## src/rtl/fetch_unit_pkg.sv

```systemverilog
// Shared state encoding and default sizing for the instruction-fetch sequencer.
package fetch_unit_pkg;

  typedef enum logic [2:0] {
    FETCH_IDLE = 3'd0,
    FETCH_ADDR = 3'd1,
    FETCH_WAIT = 3'd2,
    FETCH_HOLD = 3'd3,
    FETCH_ERR  = 3'd4
  } fetch_state_e;

  localparam int FETCH_ADDR_W_DEF  = 9;
  localparam int FETCH_TIMEOUT_DEF = 16;

endpackage

```

## src/rtl/fetch_unit_timer.sv

```systemverilog
// Memory-wait timer: cleared on request issue, counts stalled cycles, flags TIMEOUT-1.
module fetch_unit_timer
  import fetch_unit_pkg::*;
#(
  parameter int TIMEOUT = FETCH_TIMEOUT_DEF
) (
  input  logic clk,
  input  logic clr,
  input  logic clear,
  input  logic enable,
  output logic tc
);

  localparam int CNT_W = $clog2(TIMEOUT);

  logic [CNT_W-1:0] count_q;
  logic [CNT_W-1:0] count_d;

  always_comb begin
    count_d = count_q;
    if (clear) begin
      count_d = '0;
    end else if (enable) begin
      count_d = count_q + CNT_W'(1);
    end
  end

  always_ff @(posedge clk or posedge clr) begin
    if (clr) begin
      count_q <= '0;
    end else begin
      count_q <= count_d;
    end
  end

  assign tc = (count_q == CNT_W'(TIMEOUT - 1));

endmodule

```

## src/rtl/fetch_unit.sv

```systemverilog
// Instruction-fetch sequencer: reads the PC, fetches one word, holds it in IR until
// the control unit acknowledges, and pulses pc_inc once per successful fetch.
module fetch_unit
  import fetch_unit_pkg::*;
#(
  parameter int ADDR_W  = FETCH_ADDR_W_DEF,
  parameter int TIMEOUT = FETCH_TIMEOUT_DEF
) (
  input  logic              clk,
  input  logic              clr,
  input  logic              run,
  input  logic [31:0]       pc_in,
  output logic              pc_inc,
  output logic [ADDR_W-1:0] mem_addr,
  output logic              mem_rd,
  input  logic              mem_ready,
  input  logic [31:0]       mem_data,
  output logic [31:0]       ir_out,
  output logic              ir_valid,
  input  logic              ir_ack,
  output logic              busy,
  output logic              fetch_err
);

  fetch_state_e      state_q, state_d;
  logic [ADDR_W-1:0] mem_addr_q, mem_addr_d;
  logic              mem_rd_q, mem_rd_d;
  logic [31:0]       ir_q, ir_d;
  logic              ir_valid_q, ir_valid_d;
  logic              pc_inc_q, pc_inc_d;
  logic              err_q, err_d;
  logic              busy_q, busy_d;
  logic              tmr_clear;
  logic              tmr_en;
  logic              tmr_tc;

  // PC bits above the memory word address simply wrap.
  logic unused_pc_hi;
  assign unused_pc_hi = ^pc_in[31:ADDR_W];

  fetch_unit_timer #(
    .TIMEOUT(TIMEOUT)
  ) u_timer (
    .clk   (clk),
    .clr   (clr),
    .clear (tmr_clear),
    .enable(tmr_en),
    .tc    (tmr_tc)
  );

  always_comb begin
    state_d    = state_q;
    mem_addr_d = mem_addr_q;
    mem_rd_d   = mem_rd_q;
    ir_d       = ir_q;
    ir_valid_d = ir_valid_q;
    pc_inc_d   = 1'b0;
    err_d      = err_q;
    tmr_clear  = 1'b0;
    tmr_en     = 1'b0;

    case (state_q)
      FETCH_IDLE: begin
        if (run) begin
          state_d = FETCH_ADDR;
        end
      end
      FETCH_ADDR: begin
        mem_addr_d = pc_in[ADDR_W-1:0];
        mem_rd_d   = 1'b1;
        tmr_clear  = 1'b1;
        state_d    = FETCH_WAIT;
      end
      FETCH_WAIT: begin
        // Returned data takes priority over a timeout landing in the same cycle.
        if (mem_ready) begin
          ir_d       = mem_data;
          mem_rd_d   = 1'b0;
          pc_inc_d   = 1'b1;
          ir_valid_d = 1'b1;
          state_d    = FETCH_HOLD;
        end else if (tmr_tc) begin
          mem_rd_d = 1'b0;
          err_d    = 1'b1;
          state_d  = FETCH_ERR;
        end else begin
          tmr_en = 1'b1;
        end
      end
      FETCH_HOLD: begin
        if (ir_ack) begin
          ir_valid_d = 1'b0;
          state_d    = run ? FETCH_ADDR : FETCH_IDLE;
        end
      end
      FETCH_ERR: begin
        mem_rd_d   = 1'b0;
        ir_valid_d = 1'b0;
      end
      default: begin
        state_d = FETCH_IDLE;
      end
    endcase

    busy_d = (state_d != FETCH_IDLE);
  end

  always_ff @(posedge clk or posedge clr) begin
    if (clr) begin
      state_q    <= FETCH_IDLE;
      mem_addr_q <= '0;
      mem_rd_q   <= 1'b0;
      ir_q       <= '0;
      ir_valid_q <= 1'b0;
      pc_inc_q   <= 1'b0;
      err_q      <= 1'b0;
      busy_q     <= 1'b0;
    end else begin
      state_q    <= state_d;
      mem_addr_q <= mem_addr_d;
      mem_rd_q   <= mem_rd_d;
      ir_q       <= ir_d;
      ir_valid_q <= ir_valid_d;
      pc_inc_q   <= pc_inc_d;
      err_q      <= err_d;
      busy_q     <= busy_d;
    end
  end

  assign mem_addr  = mem_addr_q;
  assign mem_rd    = mem_rd_q;
  assign ir_out    = ir_q;
  assign ir_valid  = ir_valid_q;
  assign pc_inc    = pc_inc_q;
  assign fetch_err = err_q;
  assign busy      = busy_q;

endmodule

```

## config.mk

```make
export PLATFORM = sky130hd
export DESIGN_NAME = fetch_unit
export DESIGN_NICKNAME = d
export VERILOG_FILES = /design/src/rtl/fetch_unit_pkg.sv /design/src/rtl/fetch_unit_timer.sv /design/src/rtl/fetch_unit.sv
export SDC_FILE = /design/constraint.sdc
export NUM_CORES = 1
export LEC_CHECK = 0
export BUFFER_PORTS_ARGS = -buffer_cell sky130_fd_sc_hd__buf_2
export CORE_MARGIN = 3
export CORE_UTILIZATION = 44
export DETAILED_ROUTE_END_ITERATION = 16
export GPL_TIMING_DRIVEN = 0
export PLACE_DENSITY = 0.79
export SETUP_SLACK_MARGIN = 0.02
export SLEW_MARGIN = 0
export SYNTH_ARGS = -nofsm -noshare
export SYNTH_HDL_FRONTEND = slang
export SYNTH_HIERARCHICAL = 1
export SYNTH_SLANG_ARGS = --single-unit
```

## constraint.sdc

```tcl
create_clock -name clk -period 2.7 [get_ports clk]
set_input_delay 0.54 -clock clk [delete_from_list [all_inputs] [get_ports clk]]
set_output_delay 0.54 -clock clk [all_outputs]
set_load 0.01 [all_outputs]
```

==> metrics <==
CTS Buf Count 5; critical path endpoint category flop; CORE AREA ~4500 um2; Min Clock Period, post-route between 2 and 2.5 ns; total number of vias 1,501; I/O pin count 115; Max-Cap Viols 0; required time of the critical path slightly below 3 ns; post-synth cell types 29; Synth Instances between 100 and 150; initial antenna violation count 0; # nets final around 320; Synth Warn # 6; Hold Crit Class in2async; clk slew on worst S/H paths 0.10 ns; Hold-fix buffers, CTS 0; CTS Buffer Depth 2; die height roughly 76 um; post-detail-place hpwl 3210 um; pwr dens ~1100 nW/um2; top-area cell type share of the netlist area 0.619; DIE WIDTH around 76 um; synthesized flop and latch total 53; number of vias per cell 4.78; unrepaired setup endpoints after global routing no; Sink Count between 50 and 60; WHS roughly 0.12 ns; largest net degree at the start of global routing 32; vias in the first global route roughly 1,400; worst-case vdd ir drop 0.000464 V; Slew Viols, Final 0; post-cts resize count 0; wire length per cell around 13 um; I/O Buffers 91; critical path class reg2reg; Diodes inserted 0; # setup viols final 0; die area ~5700 um2; fraction of layout cells with a size suffix above 1 0.602; Post-DP Area ~2700 um2; setup tns final 0 ns; Post-route DRC 0; Max transition margin 0.403; worst slew pin tran 0.887 ns; leakage 1.38 nW; CTS tree done; grt ovf 0; Placer Congestion 0.747; Max Clock Freq about 0.43 GHz; status finished, final reports clean; Startpoint Class flop; first-pass GRT wire length ~6600 um; Syn Nets between 200 and 250; Place WS ~0.38 ns; GRT Overall Usage 0.152; CTS H-Tree Depth 2; synth top area cells dfrtp_1, mux2_2, buf_6, inv_1, a221oi_1; Hold Vio Cnt, Final 0; worst setup margin roughly 0.36 ns; CP arrival approximately 2.5 ns; Post-CTS Repair Setup Buffers 0; post-layout instance area approximately 2800 um2; CP max FO 5; area growth from synthesis to layout 30.2%; crit share post-route 0.867; Pre-antenna DRT Iters 4; post-synthesis cell area 2140 um2; Yosys top cell by area dfrtp_1; # rows 24; syn_area_per_cell 14.4 um2; CTS root buf clkbuf_8; Final ANT Viol Nets 0; Clock Latency Late Sink approximately 0.30 ns; DR iter-0 viols 40; Routed WL approximately 4200 um; skew final between 0.004 and 0.005 ns; sequential fraction of the synthesis area 0.619; Initial Util 0.473
## metrics by stage
stage | instances | total power [mW] | util
after floorplan | 149 | 2.17 | -
after global placement | 305 | 2.63 | 0.591
after detailed placement | 306 | 2.68 | 0.595
after CTS | 314 | 3.13 | 0.615
after global routing | 314 | 3.32 | 0.615
final | 314 | 3.08 | 0.615
## report_power, final
part	internal [mW]	switching [mW]	leakage, nW
sequential	1.16	0.170	0.637
clock	0.184	0.262	0.0445
combinational	0.689	0.615	0.694
## layer usage
metal  wire length, um  share of wire  GRT usage
met5                 0              0          0
met4                80          0.019     0.0757
met3               362          0.086     0.0264
met2              2040           0.48      0.269
met1              1740           0.41      0.174
## flip-flops by register name, indices dropped and copies added (netlist names)
signal           count
busy                 1
fetch_err            1
ir_out              32
ir_valid             1
mem_addr             9
mem_rd               1
pc_inc               1
state_q              3
u_timer/count_q      4
## cell usage after synthesis (all sizes together)
master,count
a21bo,1
a211o,1
mux2,42
clkbuf,2
a21o,1
buf,5
dfrtp,53
nor2,6
o31ai,1
nor3,2
a221oi,3
inv,7
mux2i,1
o21ai,4
nor2b,1
nand2b,2
nor4,2
nand2,2
nand3b,1
nand4,2
xnor2,1
a21oi,5
a2111oi,1
ha,1
and3,2
## cell usage in the layout, fill, tap and decap left out, types with 2 or more instances in the layout
cell,instances
dfrtp_1,53
mux2_2,41
inv_1,6
nor2_1,6
buf_6,3
buf_2,92
o21ai_0,4
nand4_1,2
nand2_1,2
nand2b_1,2
nor4_1,2
and3_1,2
clkbuf_1,2
a221oi_1,3
clkbuf_8,5
a21oi_1,5
## final timing paths
| check | from | end | slack, ns | cells after the start |
|---|---|---|---|---|
| worst min-delay path | clr | u_timer/count_q[2]$_DFFE_PP0P_ | 0.12 | 2 |
| worst min register to register | fetch_err$_DFFE_PP0P_ | fetch_err$_DFFE_PP0P_ | 0.49 | 1 |
| max in group asynchronous | clr | pc_inc$_DFF_PP0_ | 1.97 | 3 |
| min in group clk | mem_data[1] | ir_out[1]$_DFFE_PP0P_ | 0.46 | 2 |
| worst max-delay path | u_timer/count_q[0]$_DFFE_PP0P_ | u_timer/count_q[3]$_DFFE_PP0P_ | 0.36 | 5 |
| worst max register to register | u_timer/count_q[0]$_DFFE_PP0P_ | u_timer/count_q[3]$_DFFE_PP0P_ | 0.36 | 5 |
## critical path: stages (launching register included)
cell	delay (ns)
dfrtp_1	0.42
ha_1	0.24
and3_1	0.24
nor4_1	0.78
nand4_1	0.21
mux2_4	0.33
## area by class of cell
cell class | count | area [um2]
clock inverters | 3 | 21.3
clock buffers | 5 | 68.8
repair buffers | 92 | 475
plain buffers | 7 | 53.8
inverters | 7 | 26.3
flip-flops and latches | 53 | 1330
fillers | 358 | 1740
well taps | 65 | 81.3
multi-input cells | 82 | 737
## cells by family (layout without fill, tap and decap cells)
kind of cell | after synthesis | after routing | share of synthesized area
flip-flops | 53 | 53 | 0.619
XOR/XNOR | 1 | 1 | 0.00409
buffers and inverters | 14 | 114 | 0.0374
multiplexers | 43 | 43 | 0.227
AND/OR/NAND/NOR | 20 | 20 | 0.0537
AO/OA/AOI/OAI | 17 | 17 | 0.0531
adder cells (fa/ha/maj) | 1 | 1 | 0.00584
No activity file was read; power rests on OpenSTA's default activity.
